===== src/rtl/microcode_pkg.sv =====
// Shared types and sizes for the horizontal microcode store and its boot loader.
package microcode_pkg;

  localparam int unsigned UCODE_W     = 19;
  localparam int unsigned UCODE_DEPTH = 64;
  localparam int unsigned UCODE_AW    = 6;
  localparam int unsigned UCODE_BYTES = 3;
  localparam int unsigned BYTE_W      = 8;

  typedef logic [UCODE_W-1:0]  ucode_word_t;
  typedef logic [UCODE_AW-1:0] ucode_addr_t;

  typedef enum logic [2:0] {
    LD_IDLE,
    LD_LOAD,
    LD_CHECK,
    LD_DONE,
    LD_ERROR
  } loader_state_e;

  // One microcode write-port transaction.
  typedef struct packed {
    logic        we;
    ucode_addr_t addr;
    ucode_word_t data;
  } mc_wr_t;

endpackage


===== src/rtl/microcode_word_assembler.sv =====
// Packs little-endian byte triples into one control word; flags nonzero reserved bits.
module microcode_word_assembler
  import microcode_pkg::*;
(
  input  logic              clk_i,
  input  logic              rst_ni,
  input  logic              clear_i,
  input  logic              byte_valid_i,
  input  logic [BYTE_W-1:0] byte_i,
  output logic              word_done_c,
  output logic              rsvd_err_c,
  output ucode_word_t       word_c
);

  localparam int unsigned IDX_W = 2;
  localparam int unsigned LOW_W = 2 * BYTE_W;
  localparam logic [IDX_W-1:0] LAST_IDX = IDX_W'(UCODE_BYTES - 1);

  logic [IDX_W-1:0] idx_q;
  logic [LOW_W-1:0] pack_q;

  // Byte index and low two bytes of the word under construction.
  always_ff @(posedge clk_i or negedge rst_ni) begin
    if (!rst_ni) begin
      idx_q  <= '0;
      pack_q <= '0;
    end else if (clear_i) begin
      idx_q  <= '0;
    end else if (byte_valid_i) begin
      idx_q <= (idx_q == LAST_IDX) ? '0 : idx_q + IDX_W'(1);
      case (idx_q)
        IDX_W'(0): pack_q[BYTE_W-1:0]     <= byte_i;
        IDX_W'(1): pack_q[LOW_W-1:BYTE_W] <= byte_i;
        default:   pack_q                 <= pack_q;
      endcase
    end
  end

  // The third byte completes the word in the same cycle it is accepted.
  assign word_done_c = byte_valid_i && (idx_q == LAST_IDX);
  assign rsvd_err_c  = word_done_c && (byte_i[BYTE_W-1:UCODE_W-LOW_W] != '0);
  assign word_c      = {byte_i[UCODE_W-LOW_W-1:0], pack_q};

endmodule


===== src/rtl/microcode_loader.sv =====
// Boot-time microcode loader: streams bytes into the ucode store and verifies a trailing checksum.
module microcode_loader
  import microcode_pkg::*;
#(
  parameter int unsigned NUM_WORDS = UCODE_DEPTH
) (
  input  logic               clk_i,
  input  logic               rst_ni,
  input  logic               start_i,
  input  logic [BYTE_W-1:0]  s_data_i,
  input  logic               s_valid_i,
  output logic               s_ready_o,
  output logic               mc_we_o,
  output logic [UCODE_AW-1:0] mc_addr_o,
  output logic [UCODE_W-1:0] mc_data_o,
  output logic               busy_o,
  output logic               done_o,
  output logic               error_o,
  output logic               core_hold_o
);

  localparam int unsigned CNT_W = UCODE_AW + 1;
  localparam logic [CNT_W-1:0] LAST_WORD = CNT_W'(NUM_WORDS - 1);

  loader_state_e     state_q, state_d;
  logic [CNT_W-1:0]  waddr_q, waddr_d;
  logic [BYTE_W-1:0] csum_q, csum_d;
  mc_wr_t            wr_q, wr_d;
  logic              ready_q, ready_d;
  logic              busy_q, busy_d;
  logic              done_q, done_d;
  logic              error_q, error_d;
  logic              hold_q, hold_d;

  logic        xfer;
  logic        start_ok;
  logic        word_done;
  logic        rsvd_err;
  ucode_word_t word;

  assign xfer     = s_valid_i && ready_q;
  assign start_ok = start_i && (state_q inside {LD_IDLE, LD_DONE, LD_ERROR});

  microcode_word_assembler u_asm (
    .clk_i        (clk_i),
    .rst_ni       (rst_ni),
    .clear_i      (start_ok),
    .byte_valid_i (xfer && (state_q == LD_LOAD)),
    .byte_i       (s_data_i),
    .word_done_c  (word_done),
    .rsvd_err_c   (rsvd_err),
    .word_c       (word)
  );

  always_ff @(posedge clk_i or negedge rst_ni) begin
    if (!rst_ni) begin
      state_q <= LD_IDLE;
      waddr_q <= '0;
      csum_q  <= '0;
      wr_q    <= '0;
      ready_q <= 1'b0;
      busy_q  <= 1'b0;
      done_q  <= 1'b0;
      error_q <= 1'b0;
      hold_q  <= 1'b1;
    end else begin
      state_q <= state_d;
      waddr_q <= waddr_d;
      csum_q  <= csum_d;
      wr_q    <= wr_d;
      ready_q <= ready_d;
      busy_q  <= busy_d;
      done_q  <= done_d;
      error_q <= error_d;
      hold_q  <= hold_d;
    end
  end

  // Next state, write register and status flags; flags are decoded from the next state.
  always_comb begin
    state_d = state_q;
    waddr_d = waddr_q;
    csum_d  = csum_q;
    wr_d    = wr_q;
    wr_d.we = 1'b0;

    case (state_q)
      LD_IDLE, LD_DONE, LD_ERROR: begin
        if (start_ok) begin
          state_d = LD_LOAD;
          waddr_d = '0;
          csum_d  = '0;
        end
      end
      LD_LOAD: begin
        if (xfer) begin
          csum_d = csum_q + s_data_i;
          if (word_done) begin
            if (rsvd_err) begin
              state_d = LD_ERROR;
            end else begin
              wr_d.we   = 1'b1;
              wr_d.addr = waddr_q[UCODE_AW-1:0];
              wr_d.data = word;
              waddr_d   = waddr_q + CNT_W'(1);
              if (waddr_q == LAST_WORD) state_d = LD_CHECK;
            end
          end
        end
      end
      LD_CHECK: begin
        if (xfer) begin
          csum_d  = csum_q + s_data_i;
          state_d = (csum_d == '0) ? LD_DONE : LD_ERROR;
        end
      end
      default: state_d = LD_IDLE;
    endcase

    ready_d = (state_d == LD_LOAD) || (state_d == LD_CHECK);
    busy_d  = ready_d;
    done_d  = (state_d == LD_DONE);
    error_d = (state_d == LD_ERROR);
    hold_d  = !done_d;
  end

  assign s_ready_o   = ready_q;
  assign mc_we_o     = wr_q.we;
  assign mc_addr_o   = wr_q.addr;
  assign mc_data_o   = wr_q.data;
  assign busy_o      = busy_q;
  assign done_o      = done_q;
  assign error_o     = error_q;
  assign core_hold_o = hold_q;

endmodule

===== config.mk =====
export PLATFORM = sky130hd
export DESIGN_NAME = microcode_loader
export DESIGN_NICKNAME = d
export VERILOG_FILES = /design/src/rtl/microcode_pkg.sv /design/src/rtl/microcode_word_assembler.sv /design/src/rtl/microcode_loader.sv
export SDC_FILE = /design/constraint.sdc
export NUM_CORES = 1
export LEC_CHECK = 0
export CORE_ASPECT_RATIO = 1.4
export CORE_UTILIZATION = 55
export CTS_BUF_LIST = sky130_fd_sc_hd__clkbuf_8
export CTS_CLUSTER_DIAMETER = 60
export DETAILED_ROUTE_END_ITERATION = 10
export DONT_BUFFER_PORTS = 1
export GPL_TIMING_DRIVEN = 0
export PLACE_DENSITY = 0.79
export SYNTH_ARGS = -nofsm -noshare
export SYNTH_HDL_FRONTEND = slang
export SYNTH_HIERARCHICAL = 1
export SYNTH_SLANG_ARGS = --single-unit

===== constraint.sdc =====
create_clock -name clk_i -period 2.7 [get_ports clk_i]
set_input_delay 0.405 -clock clk_i [delete_from_list [all_inputs] [get_ports clk_i]]
set_output_delay 0.405 -clock clk_i [all_outputs]
set_load 0.01 [all_outputs]

; ---- Word-level counts from Yosys, hierarchy flattened
; Index checks and enable logic that the tools add are counted.
[totals]
register_bits = 66
output_inout_bits = 31
in_bits = 12
[classes]
n_bitwise = 2
n_eq_ne = 16
reduce_logical = 22
addsub = 3
muxes = 23
[ops]
columns = operator, n
row1 = 26-bit 2-to-1 mux, 4
row2 = 7-bit 2-to-1 mux, 4
row3 = 3-bit 2-to-1 mux, 7
row4 = 8-bit 2-to-1 mux, 2
row5 = 8-bit one-hot mux with 2 select lines, 1
row6 = 7-bit one-hot mux with 2 select lines, 1
row7 = "3-bit by 2-bit == test with 1-bit output, second input constant", 4
row8 = 3-bit one-hot mux with 3 select lines, 1
row9 = 3-bit AND reduction, 3
row10 = 8-bit adder, 1
row11 = 8-bit zero test, 1
row12 = "7-bit by 1-bit adder with 7-bit output, second input constant", 1
row13 = "7-bit by 6-bit == test with 1-bit output, second input constant", 1
row14 = "3-bit by 1-bit == test with 1-bit output, second input constant", 2
row15 = "3-bit == test, second input constant", 2
row16 = 2-bit 2-to-1 mux, 3
row17 = "2-bit != test, second input constant", 3
row18 = 2-bit nonzero test, 3
row19 = 1-bit logical AND, 5
row20 = 5-bit AND reduction, 1
row21 = 5-bit nonzero test, 1
row22 = "2-bit by 1-bit != test with 1-bit output, second input constant", 2
row23 = 4-bit AND reduction, 1
row24 = 3-bit zero test, 1
row25 = other kinds (10), 11

; ---- Logic depth before layout (Yosys ltp)
; Gate-level depths: netlist of the first run.
[depth]
depth_word = 10
mapped_depth = 9

; ---- Hierarchy
; The synthesis of the first run kept the hierarchy.
[by_module_without_submodules]
columns = module, cells_each, area_each_um2, n_inst
row1 = microcode_loader, 203, 2428.6, 1
row2 = microcode_word_assembler, 49, 757.0, 1

; ---- Worst setup path after synthesis of the first run
; OpenSTA, ideal clock, no wires.
[synth_path]
path_kind = input to register
start = in s_data_i[0]
end = reg error_q (netlist: error_o)
path_stages = 8
path_slack_ps = 433
setup_ps = 124
t_required_ps = 2576
t_arrival_ps = 2143
path_cell_list = ha_1 -> fa_1 -> a211oi_2 -> nor4_1 -> nand4b_1 -> or2_1 -> buf_2 -> o31a_1
[synth_between]
elab_chain_cells = 6
[synth_rtl]
columns = item, line_no
row1 = from (decl), microcode_loader.sv:10  ; input logic [BYTE_W-1:0] s_data_i,
row2 = 8-bit adder, microcode_loader.sv:113  ; csum_d = csum_q + s_data_i;
row3 = 8-bit zero test, microcode_loader.sv:114  ; state_d = (csum_d == '0) ? LD_DONE : LD_ERROR;
row4 = 3-bit 2-to-1 mux, microcode_loader.sv:114
row5 = 3-bit 2-to-1 mux, microcode_loader.sv:112  ; if (xfer) begin
row6 = 3-bit one-hot mux with 3 select lines, microcode_loader.sv:87  ; case (state_q)
row7 = 3-bit == test, microcode_loader.sv:123  ; error_d = (state_d == LD_ERROR);
row8 = net error_d, microcode_loader.sv:32  ; logic error_q, error_d;
row9 = to (signal assigned), microcode_loader.sv:74  ; error_q <= error_d;
row10 = to (decl), microcode_loader.sv:32
; The timed path passes the listed nets, and every way through them passes these cells.
; A chain may end at the register's enable or synchronous reset.

; ---- Worst setup path in the final report of the first run
[layout_path]
start = reg state_q[0]
end = reg wr_q, in the netlist mc_addr_o[3]
[layout_between]
elab_chain_cells = 6
[layout_rtl]
columns = item, line_no
row1 = from (decl), microcode_loader.sv:25  ; loader_state_e state_q, state_d;
row2 = from (signal assigned), microcode_loader.sv:67  ; state_q <= state_d;
row3 = 3-bit by 1-bit == test with 1-bit output (*), microcode_loader.sv:48  ; .byte_valid_i (xfer && (state_q == LD_LOAD)),
row4 = 1-bit logical AND (*), microcode_loader.sv:48
row5 = 1-bit logical AND (*), microcode_word_assembler.sv:40  ; assign word_done_c = byte_valid_i && (idx_q == LAST_IDX);
row6 = net word_done, microcode_loader.sv:37  ; logic word_done;
row7 = 1-bit logical AND, microcode_word_assembler.sv:41  ; assign rsvd_err_c = word_done_c && (byte_i[BYTE_W-1:UCODE_W-LOW_W] != '0);
row8 = 1-bit inverter (no line), --
row9 = 4-bit AND reduction (no line) (*), --
row10 = to (signal assigned), microcode_loader.sv:70  ; wr_q <= wr_d;
row11 = to (decl), microcode_loader.sv:28  ; mc_wr_t wr_q, wr_d;
; The timed path passes the listed nets; every way through them passes the cells marked *.

==> results.tsv, run 1 <==
stage	metric	value	unit
layout	number of filler instances in the final layout	412	
yosys	mux share of post-synthesis cell area	0.148	
grt	first-pass GRT wire length	11.0	mm
yosys	number of synthesized register bits	66	
grt	met1 Usage GRT	0.283	
setup_path	Worst R2R Start	state_q[0]$_DFF_PN0_	
setup_path	endpoint class of the critical path	flip-flop	
pwr	leakage	0.00160	uW
grt	Most Crowded Layer GR	met2	
layout	Layout Utilization	0.643	
grt	met3 usage in global routing	0.0746	
run	number of violations of the max-capacitance limit	0	
worst_hold_path	number of cells on the worst hold path	1	
setup_path	most repeated library cell on the critical path	sky130_fd_sc_hd__nor3_4	
yosys	number of enable-type register cells in the synthesized netlist	0	
floorplan	initial standard-cell utilization of the core	0.572	
floorplan	die area	6100	um^2
worst_hold_path	origin of the worst min-delay path	s_data_i[2]	
cts	CTS H-Tree Depth	3	
setup_path	number of stages on the worst setup path	7	
grt	maximum number of pins on one net before global-route repair	67	
place	HPWL reported at the end of detailed placement	4.33	mm
cts	number of buffers on the longest clock path	2	
timing	crit share post-route	0.954	
yosys	most used flip-flop cell after synthesis	sky130_fd_sc_hd__dfrtp_1	
floorplan	Row Count	32	
route	sum of routed wire length over all layers	6.71	mm
setup_path	Crit-path slowest cell	sky130_fd_sc_hd__dfrtp_1	
timing	Max Slew Vio Count	0	
route	number of search-and-repair iterations in the first detailed-routing pass	4	
setup_path	slowest cell delay on critical path	0.49	ns
route	Via Count	2042	
timing	unrepaired setup endpoints after global routing	true	
timing	Final Hold Vio Count	0	
floorplan	core box area	5570	um^2
route	number of remaining DRC errors	0	
route	vias per cell	6.04	
timing	Slew @ Worst Pin	0.665	ns
cts	CTS Root Buffer Type	sky130_fd_sc_hd__clkbuf_8	
setup_path	launch point of the critical path	state_q[0]$_DFF_PN0_	
cts	Reg clk slew, reported paths	0.08	ns
yosys	Avg Synthesized Cell Area	12.6	um^2
layout	area of combinational cells with multiple inputs	1470	um^2
setup_path	Worst R2R Path Depth	7	
yosys	top post-synthesis cells by area	sky130_fd_sc_hd__dfrtp_1, sky130_fd_sc_hd__mux2_2, sky130_fd_sc_hd__ha_1	
cts	CTS Sinks	66	
setup_path	cells along the critical path	nand2b_1 -> nor3_4 -> and3b_1 -> nand4b_1 -> nor3_4 -> buf_2 -> mux2_2	
timing	worst slack on hold paths	0.206	ns
pwr	maximum vdd drop	0.530	mV
yosys	Synth Cell Area	3190	um^2
route	residual antenna-violating net count after detailed routing	0	
place	Final GP Congestion	0.949	
yosys	Synth Area in Compound Gates	0.121	
floorplan	number of placed I/O pins	43	
cts	Worst-Skew Late Latency	0.34	ns
layout	Final Net Count	286	
grt	global routing usage summed across all routing layers	0.245	
yosys	Post-Synthesis Net Count	273	
setup_path	Buffers & Inverters on Critical Path	1	
yosys	largest family of logic cells by synthesized area	multiplexers	
timing	endpoints failing setup	0	
yosys	post-synth top area share	0.511	
yosys	async set or reset register ratio after synthesis	1.00	
setup_path	CP Max Fanout	10	
timing	final critical path time including I/O delays and setup	2.57	ns
yosys	XOR/XNOR share of the synthesized area	0.0220	
yosys	Synth Warn #	6	
yosys	proportion of synthesized chip area in sequential cells	0.519	
yosys	synthesized-area fraction occupied by adder cells	0.0377	
setup_path	category of cells accounting for the largest share of critical-path delay	simple AND/OR/NAND/NOR gates	
grt	GR met2 Demand/Resource	0.413	
pwr	Cell Pwr Density	1150	nW/um^2
grt	vias in the first global route	2172	
yosys	post-synthesis cell type count	58	
setup_path	class of the most critical setup path	reg2reg	
setup_path	worst path arrival time	2.80	ns
layout	number of inserted diodes	0	
yosys	Post-Syn Instances	252	
layout	Reg area	1650	um^2
layout	layout overhead on the synthesized area	12.3	%
place	count of port buffers added during placement	0	
floorplan	width of the chip	66.3	um
place	setup slack at placement	-0.0668	ns
yosys	biggest area consumer among synthesized cells	sky130_fd_sc_hd__dfrtp_1	
grt	overflow left after global routing	0	
timing	Worst Clk Skew	0.0118	ns
timing	slack of the critical path	0.126	ns
floorplan	die height	92.1	um
worst_hold_path	Hold Crit Class	in2reg	
route	iteration-0 DRC count of the detailed router	105	
layout	fraction of final layout cells with drive strength greater than 1	0.311	
timing	upper clock frequency limit	388	MHz
yosys	post-synthesis share of cell area spent on and, or, nand and nor gates	0.126	
timing	Relative slew margins	0.555	
route	WL per Instance	19.8	um
setup_path	data required time of the worst path	2.92	ns
setup_path	kind of launch point of the worst setup path	flip-flop	
cts	TritonCTS buffer count	9	
grt	number of antenna violations at the first check in global routing	0	
run_status	run status	finished, final reports clean	
cts	CTS tree	built	
[cell type report]
cell class,count,share of cell area
Buffer,12,0.0196
Clock buffer,10,0.0385
Clock inverter,6,0.0311
Inverter,4,0.00420
Multi-Input combinational cell,170,0.410
Sequential cell,66,0.462
Tap cell,68,0.0238
Timing Repair Buffer,2,0.0105
[cells in the mapped netlist, drive strengths merged, types with 2 or more instances]
library cell   n
a211oi         2
a21boi         2
a21oi          7
a22o           6
a32o           2
and3b          2
buf           10
clkbuf         2
dfrtp         65
ha             8
inv            4
mux2          42
nand2          9
nand2b         7
nand3          2
nand3b         2
nand4          2
nand4b         3
nor2          20
nor3           5
nor3b          3
nor4b          2
o21a           3
o21ai          3
o21bai         2
o31a           3
o31ai          3
xnor2          3
xor2           5
[worst paths after layout]
path                       slack, ns                           to
min reg2reg                     0.50        csum_q[3]$_DFFE_PN0P_
max in group asynchronous       1.76        core_hold_o$_DFF_PN1_
max                             0.13     mc_addr_o[3]$_DFFE_PN0P_
max reg2reg                     0.13     mc_addr_o[3]$_DFFE_PN0P_
min                             0.21  u_asm/pack_q[2]$_DFFE_PN0P_
min in group asynchronous       0.64     mc_data_o[1]$_DFFE_PN0P_
[cell families (layout without fill, tap and decap cells)]
kind of cell               Yosys count  count (layout)
AOI/OAI and AO/OA                   45              45
DFF                                 66              66
muxes                               42              42
buffers and inverters               16              34
adders and majority gates            9               9
xor gates and xnor gates             8               8
and+or+nand+nor                     66              66
[stage by stage]
stage	area, um^2	std cells	setup TNS (ns)	power [uW]
3_5_place_dp	3270	320	-1.19	3030
4_1_cts	3560	338	0	4110
3_3_place_gp	3270	320	0	2960
6_report	3580	338	0	4110
5_1_grt	3580	338	-0.143	4350
2_1_floorplan	3190	252	0	2740
[metal layers]
metal  routed length [um]  vias up  share of wire
met5                    0        -              0
met4                   98        0          0.015
met3                  318        8          0.047
met2                 3530       53           0.53
met1                 2760     1032           0.41
li1                     -      949              -
[repair_timing]
action,CTS,global route
cloned,0,0
hold buffers,2,0
hold endpoints to repair,66,0
buffers inserted,0,0
gates resized for setup,1,3
setup endpoints to repair,28,28
[report_power, final]
| part | total [uW] | switching, uW | leakage, uW | internal, uW |
|---|---|---|---|---|
| clock | 1030 | 393 | 0.000123 | 640 |
| combinational | 1410 | 699 | 0.000643 | 711 |
| sequential | 1670 | 324 | 0.000833 | 1350 |
[layout by cell type, fill, tap and decap left out, types with 3 or more instances in the layout]
master,Yosys,layout
sky130_fd_sc_hd__xor2_1,5,5
sky130_fd_sc_hd__nor3b_1,3,3
sky130_fd_sc_hd__nand2b_1,7,7
sky130_fd_sc_hd__buf_2,6,5
sky130_fd_sc_hd__clkbuf_8,0,10
sky130_fd_sc_hd__o31a_1,3,3
sky130_fd_sc_hd__xnor2_1,3,3
sky130_fd_sc_hd__ha_1,8,8
sky130_fd_sc_hd__nor3_1,4,3
sky130_fd_sc_hd__nand2_1,9,9
sky130_fd_sc_hd__a22o_1,6,6
sky130_fd_sc_hd__o31ai_1,3,3
sky130_fd_sc_hd__nor2_1,20,20
sky130_fd_sc_hd__bufinv_16,0,3
sky130_fd_sc_hd__buf_4,4,4
sky130_fd_sc_hd__dfrtp_1,65,65
sky130_fd_sc_hd__mux2_2,42,42
sky130_fd_sc_hd__o21ai_0,3,3
sky130_fd_sc_hd__inv_1,4,4
sky130_fd_sc_hd__a21oi_1,7,7
[sequential cells by signal (all words and copies together), names as in the netlist]
name          count
mc_data_o        19
u_asm/pack_q     16
csum_q            8
waddr_q           7
mc_addr_o         6
state_q           3
u_asm/idx_q       2
busy_o            1
core_hold_o       1
done_o            1
error_o           1
mc_we_o           1
(Power assumes the default switching activity.)
==> inputs of run 2 (changes only) <==
- CORE_MARGIN: default -> 3
==> results.tsv, run 2 (synthesis gave the netlist of run 1 again) <==
stage	metric	value	unit	change
run_status	run status	finished, final reports clean		
cts	CTS Root Buffer Type	sky130_fd_sc_hd__clkbuf_8		
floorplan	Row Count	32		unchanged
floorplan	die height	96.1	um	+4.3%
worst_hold_path	Hold Crit Class	in2reg		
place	setup slack at placement	-0.00264	ns	+0.0642 ns
setup_path	Buffers & Inverters on Critical Path	1		unchanged
route	WL per Instance	18.3	um	-7.8%
route	number of remaining DRC errors	0		unchanged
route	iteration-0 DRC count of the detailed router	155		+48%
layout	number of inserted diodes	0		unchanged
cts	TritonCTS buffer count	9		unchanged
layout	commonest non-fill, non-tap cell in the layout	sky130_fd_sc_hd__dfrtp_1		
layout	Final Net Count	286		unchanged
timing	Worst Clk Skew	0.0116	ns	-0.000125 ns
layout	flip-flop count of the largest register after layout	19		unchanged
timing	sum of negative setup slack	0	ns	unchanged
setup_path	endpoint class of the critical path	flip-flop		
grt	global routing usage summed across all routing layers	0.195		-0.0500
timing	final critical path time including I/O delays and setup	2.47	ns	-0.108 ns
setup_path	cells along the critical path	nand2_1 -> nor3_4 -> and3b_1 -> nand4b_1 -> nor3_4 -> clkbuf_4 -> mux2_2		
setup_path	slowest cell delay on critical path	0.49	ns	about the same
floorplan	die area	6750	um^2	+11%
setup_path	Crit-path slowest cell	sky130_fd_sc_hd__dfrtp_1		
place	Final GP Congestion	0.906		-4.6%
grt	overflow left after global routing	0		unchanged
timing	Relative slew margins	0.546		-0.00818
setup_path	data required time of the worst path	2.93	ns	about the same
floorplan	width of the chip	70.3	um	+6.0%
setup_path	most repeated library cell on the critical path	sky130_fd_sc_hd__nor3_4		
route	sum of routed wire length over all layers	6.19	mm	-7.8%
route	Via Count	2065		+1.1%
timing	unrepaired setup endpoints after global routing	false		
setup_path	class of the most critical setup path	reg2reg		
grt	first-pass GRT wire length	10.1	mm	-7.8%
layout	fraction of final layout cells with drive strength greater than 1	0.307		-0.00370
route	number of search-and-repair iterations in the first detailed-routing pass	5		+1
setup_path	CP Max Fanout	10		unchanged
cts	CTS tree	built		
place	HPWL reported at the end of detailed placement	4.32	mm	-0.31%
timing	Final Hold Vio Count	0		unchanged
layout	Layout Utilization	0.638		-0.00495
timing	worst slack on hold paths	0.209	ns	+0.00291 ns
pwr	Total Power Consumption	3960	uW	-3.8%
timing	upper clock frequency limit	405	MHz	+4.4%
timing	endpoints failing setup	0		unchanged
setup_path	category of cells accounting for the largest share of critical-path delay	simple AND/OR/NAND/NOR gates		
place	count of port buffers added during placement	0		unchanged
timing	crit share post-route	0.914		-0.0399
grt	maximum number of pins on one net before global-route repair	67		unchanged
setup_path	kind of launch point of the worst setup path	flip-flop		
cts	CTS H-Tree Depth	3		unchanged
floorplan	number of placed I/O pins	43		unchanged
timing	Max Slew Vio Count	0		unchanged
setup_path	worst path arrival time	2.69	ns	-0.11 ns
route	residual antenna-violating net count after detailed routing	0		unchanged
pwr	maximum vdd drop	0.458	mV	-14%
run	number of violations of the max-capacitance limit	0		unchanged
layout	commonest non-fill, non-tap cells in the layout	sky130_fd_sc_hd__dfrtp_1, sky130_fd_sc_hd__mux2_2, sky130_fd_sc_hd__nor2_1		
pwr	Cell Pwr Density	1110	nW/um^2	-3.1%
cts	number of buffers on the longest clock path	2		unchanged
layout	layout overhead on the synthesized area	11.4	%	
cts	Worst-Skew Late Latency	0.34	ns	about the same
grt	vias in the first global route	2089		-3.8%
floorplan	initial standard-cell utilization of the core	0.572		unchanged
timing	slack of the critical path	0.233	ns	+0.108 ns
cts	CTS Sinks	66		unchanged
grt	number of antenna violations at the first check in global routing	0		unchanged
pwr	leakage	0.00158	uW	-1.1%
route	vias per cell	6.11		+1.1%
floorplan	core box area	5570	um^2	unchanged
timing	Slew @ Worst Pin	0.678	ns	+0.0122 ns
cts	Reg clk slew, reported paths	0.08	ns	about the same
## run 2: cell count changes in the layout (fill, tap and decap cells not counted)
| cell | previous run | this run |
|---|---|---|
| sky130_fd_sc_hd__buf_2 | 5 | 3 |
| sky130_fd_sc_hd__bufinv_16 | 3 | 2 |
| sky130_fd_sc_hd__inv_1 | 4 | 5 |
| sky130_fd_sc_hd__clkbuf_8 | 10 | 9 |
| sky130_fd_sc_hd__clkbuf_4 | 1 | 3 |
| sky130_fd_sc_hd__clkinvlp_4 | 1 | 2 |
## run 2: final timing paths
| kind | start | end | slack, ns | cells after the start |
|---|---|---|---|---|
| worst max-delay path | busy_o$_DFF_PN0_ | mc_data_o[8]$_DFFE_PN0P_ | 0.23 | 7 |
| worst min-delay path | s_data_i[3] | u_asm/pack_q[3]$_DFFE_PN0P_ | 0.21 | 1 |
| worst max register to register | busy_o$_DFF_PN0_ | mc_data_o[8]$_DFFE_PN0P_ | 0.23 | 7 |
| worst min register to register | csum_q[3]$_DFFE_PN0P_ | csum_q[3]$_DFFE_PN0P_ | 0.50 | 1 |
| max in group asynchronous | rst_ni | core_hold_o$_DFF_PN1_ | 1.77 | 2 |
| min in group asynchronous | rst_ni | mc_we_o$_DFF_PN0_ | 0.61 | 2 |
## run 2: power by group
group | internal [uW] | total [uW] | switching, uW | leakage [uW]
Sequential | 1350 | 1660 | 317 | 0.000833
Clock | 518 | 901 | 383 | 0.000107
Combinational | 711 | 1390 | 681 | 0.000642
## run 2: metrics by stage
stage,cells,cell area (um^2)
after floorplan,252,3190
after global placement,320,3270
after detailed placement,320,3270
after CTS,338,3530
after global routing,338,3550
final,338,3550
## run 2: metal layers
metal / global-route usage / part of all wire / wire length [um] / vias up
met5: 0 / 0 / 0 / -
li1: - / - / - / 962
met1: 0.240 / 0.41 / 2530 / 1024
met3: 0.0606 / 0.060 / 372 / 14
met2: 0.308 / 0.51 / 3130 / 65
met4: 0.102 / 0.025 / 155 / 0
## run 2: area by class of cell
cell class / count / area, um^2
fill: 414 / 2020
sequential: 66 / 1650
multi-input combinational: 170 / 1470
clock buffer: 9 / 124
clock inverter: 7 / 92.6
tap: 68 / 85.1
buffer: 12 / 75.1
timing repair buffer: 2 / 37.5
inverter: 4 / 15.0
## run 2: what timing repair did
item | in CTS | in global routing
gates cloned | 0 | 0
setup endpoints to repair | 19 | 28
pin swaps | 0 | 1
setup buffers | 0 | 0
hold buffers | 2 | 0
endpoints found under the hold margin | 66 | 0
resized for setup | 1 | 5
==> inputs of run 3 (changes only) <==
- PLACE_DENSITY: 0.79 -> 0.82
- RECOVER_POWER: default -> 100
- clock period: 2.7 -> 2 ns (I/O delays scaled with it)
==> results.tsv, run 3 (synthesis gave the netlist of run 1 again) <==
stage	metric	value	unit	change
run_status	run status	finished, violations left		
run_status	failing checks	setup timing		
setup_path	endpoint of the most critical register-to-register path	state_q[2]$_DFF_PN0_		
layout	commonest non-fill, non-tap cells in the layout	sky130_fd_sc_hd__dfrtp_1, sky130_fd_sc_hd__mux2_4, sky130_fd_sc_hd__buf_4		
route	iteration-0 DRC count of the detailed router	181		+17%
floorplan	Row Count	32		unchanged
route	vias per cell	6.41		+4.9%
timing	endpoints failing setup	40		+40
place	Final GP Congestion	0.887		-2.1%
run	number of violations of the max-capacitance limit	0		unchanged
pwr	Psw	2220	uW	+61%
grt	maximum number of pins on one net before global-route repair	67		unchanged
route	residual antenna-violating net count after detailed routing	0		unchanged
layout	Finished Layout Cells	356		+5.3%
timing	Max Slew Vio Count	0		unchanged
pwr	Total Power Consumption	6160	uW	+56%
layout	layout overhead on the synthesized area	27.3	%	
setup_path	Worst R2R Path Depth	7		unchanged
timing	unrepaired setup endpoints after global routing	true		
layout	number of inserted diodes	0		unchanged
pwr	Cell Pwr Density	1520	nW/um^2	+36%
route	number of remaining DRC errors	0		unchanged
layout	Final Net Count	304		+6.3%
pwr	share of total power in sequential cells	0.376		-0.045
grt	overflow left after global routing	0		unchanged
pwr	maximum vdd drop	0.906	mV	+98%
layout	flip-flop count of the largest register after layout	19		unchanged
floorplan	initial standard-cell utilization of the core	0.572		unchanged
setup_path	class of the most critical setup path	reg2reg		
cts	TritonCTS buffer count	9		unchanged
layout	Final Instance Area	4060	um^2	+14%
setup_path	Worst R2R Start	csum_q[0]$_DFFE_PN0P_		
worst_hold_path	number of cells on the worst hold path	1		unchanged
worst_hold_path	origin of the worst min-delay path	s_data_i[4]		
grt	number of antenna violations at the first check in global routing	0		unchanged
setup_path	register-to-register setup slack	-0.25	ns	-0.48 ns
setup_path	worst path arrival time	2.48	ns	-0.21 ns
cts	Worst-Skew Late Latency	0.35	ns	about the same
place	instance area after placement	3450	um^2	+5.5%
setup_path	endpoint class of the critical path	flip-flop		
setup_path	CP Max Fanout	6		-4
cts	CTS Sinks	66		unchanged
pwr	internal power of the cells	3930	uW	+53%
timing	upper clock frequency limit	445	MHz	+9.7%
worst_hold_path	Hold Crit Class	in2reg		
grt	vias in the first global route	2347		+12%
setup_path	data required time of the worst path	2.23	ns	-0.70 ns
pwr	switch share	0.361		+0.0123
layout	Layout Utilization	0.729		+0.0911
cts	CTS Root Buffer Type	sky130_fd_sc_hd__clkbuf_8		
cts	number of buffers on the longest clock path	2		unchanged
place	HPWL reported at the end of detailed placement	4.48	mm	+3.8%
floorplan	die height	96.1	um	unchanged
floorplan	die area	6750	um^2	unchanged
layout	fraction of final layout cells with drive strength greater than 1	0.451		+0.144
grt	first-pass GRT wire length	12.2	mm	+20%
floorplan	number of placed I/O pins	43		unchanged
timing	final critical path time including I/O delays and setup	2.25	ns	-0.219 ns
worst_hold_path	capture endpoint of the worst hold path	u_asm/pack_q[4]$_DFFE_PN0P_		
cts	CTS tree	built		
route	Via Count	2282		+11%
pwr	leakage	0.00182	uW	+15%
cts	CTS H-Tree Depth	3		unchanged
place	post-placement cell count	320		unchanged
timing	slack of the critical path	-0.248	ns	-0.481 ns
timing	Slew @ Worst Pin	1.45	ns	+0.769 ns
layout	commonest non-fill, non-tap cell in the layout	sky130_fd_sc_hd__dfrtp_1		
route	WL per Instance	23.0	um	+26%
setup_path	kind of launch point of the worst setup path	flip-flop		
place	count of port buffers added during placement	0		unchanged
route	sum of routed wire length over all layers	8.18	mm	+32%
pwr	combinational fraction of design power	0.421		+0.069
cts	Reg clk slew, reported paths	0.08	ns	about the same
pwr	clock group share of total power	0.203		-0.025
grt	global routing usage summed across all routing layers	0.236		+0.0413
timing	Relative slew margins	0.0357		-0.511
route	number of search-and-repair iterations in the first detailed-routing pass	4		-1
timing	crit share post-route	1.12		+0.210
floorplan	core box area	5570	um^2	unchanged
timing	Final Hold Vio Count	0		unchanged
floorplan	width of the chip	70.3	um	unchanged
timing	Worst Clk Skew	0.00782	ns	-0.00382 ns
timing	worst slack on hold paths	0.101	ns	-0.108 ns
[run 3: cell count changes in the layout (fill, tap and decap cells not counted), sizes merged]
| cell | before | now |
|---|---|---|
| buf | 8 | 29 |
| clkbuf | 14 | 11 |
| clkinv | 1 | 4 |
| clkinvlp | 2 | 0 |
| inv | 6 | 5 |
[run 3: worst max path at each step]
stage	startpoint	endpoint	slack, ns
after detailed placement	csum_q[0]$_DFFE_PN0P_	state_q[2]$_DFF_PN0_	-0.35
after global placement	csum_q[0]$_DFFE_PN0P_	error_o$_DFF_PN0_	-0.29
final	csum_q[0]$_DFFE_PN0P_	state_q[2]$_DFF_PN0_	-0.25
after CTS	csum_q[0]$_DFFE_PN0P_	state_q[2]$_DFF_PN0_	-0.25
after floorplan	csum_q[0]$_DFFE_PN0P_	error_o$_DFF_PN0_	-0.15
after global routing	busy_o$_DFF_PN0_	mc_data_o[4]$_DFFE_PN0P_	-0.33
[run 3: final cells by class]
class	count	area, um^2
Timing Repair Buffer	24	255
Clock buffer	9	124
Clock inverter	7	92.6
Fill cell	323	1510
Multi-Input combinational cell	170	1750
Tap cell	68	85.1
Inverter	4	15.0
Sequential cell	66	1660
Buffer	8	76.3
[run 3: per-layer routing]
metal  vias to the layer above  part of all wire  track usage
met5                         -                 0            0
met2                        88              0.51        0.405
met3                        35             0.048       0.0679
li1                        990                 -            -
met1                      1169              0.40        0.275
met4                         0             0.044        0.102
[run 3: power by group through the flow]
| stage | Combinational (uW) | Clock, uW | Sequential [uW] |
|---|---|---|---|
| after floorplan | 1740 | 0 | 2190 |
| after global placement | 1950 | 0 | 2280 |
| after detailed placement | 2040 | 0 | 2310 |
| after CTS | 2340 | 1230 | 2290 |
| after global routing | 2770 | 1310 | 2370 |
| final | 2590 | 1250 | 2320 |
[run 3: critical path: stages, from the launching register on]
cell	delay, ns
sky130_fd_sc_hd__dfrtp_1	0.42
sky130_fd_sc_hd__ha_4	0.18
sky130_fd_sc_hd__fa_2	0.38
sky130_fd_sc_hd__a211oi_4	0.25
sky130_fd_sc_hd__nor4_1	0.09
sky130_fd_sc_hd__nand4b_1	0.21
sky130_fd_sc_hd__or2_4	0.32
sky130_fd_sc_hd__o31a_1	0.29
[run 3: what timing repair did]
item	4_1_cts	5_1_grt
endpoints found under the setup margin	56	63
endpoints found under the hold margin	66	0
cloned	4	0
pin swaps	15	15
resized for setup	28	20
hold buffers	2	0
buffers inserted	11	8
[run 3: through the flow]
step,setup TNS (ns),worst slack (ns)
finish,-8.01,-0.248
global route,-13.71,-0.329
CTS,-4.95,-0.246
detailed placement,-15.11,-0.351
global placement,-11.67,-0.293
floorplan,-1.78,-0.155
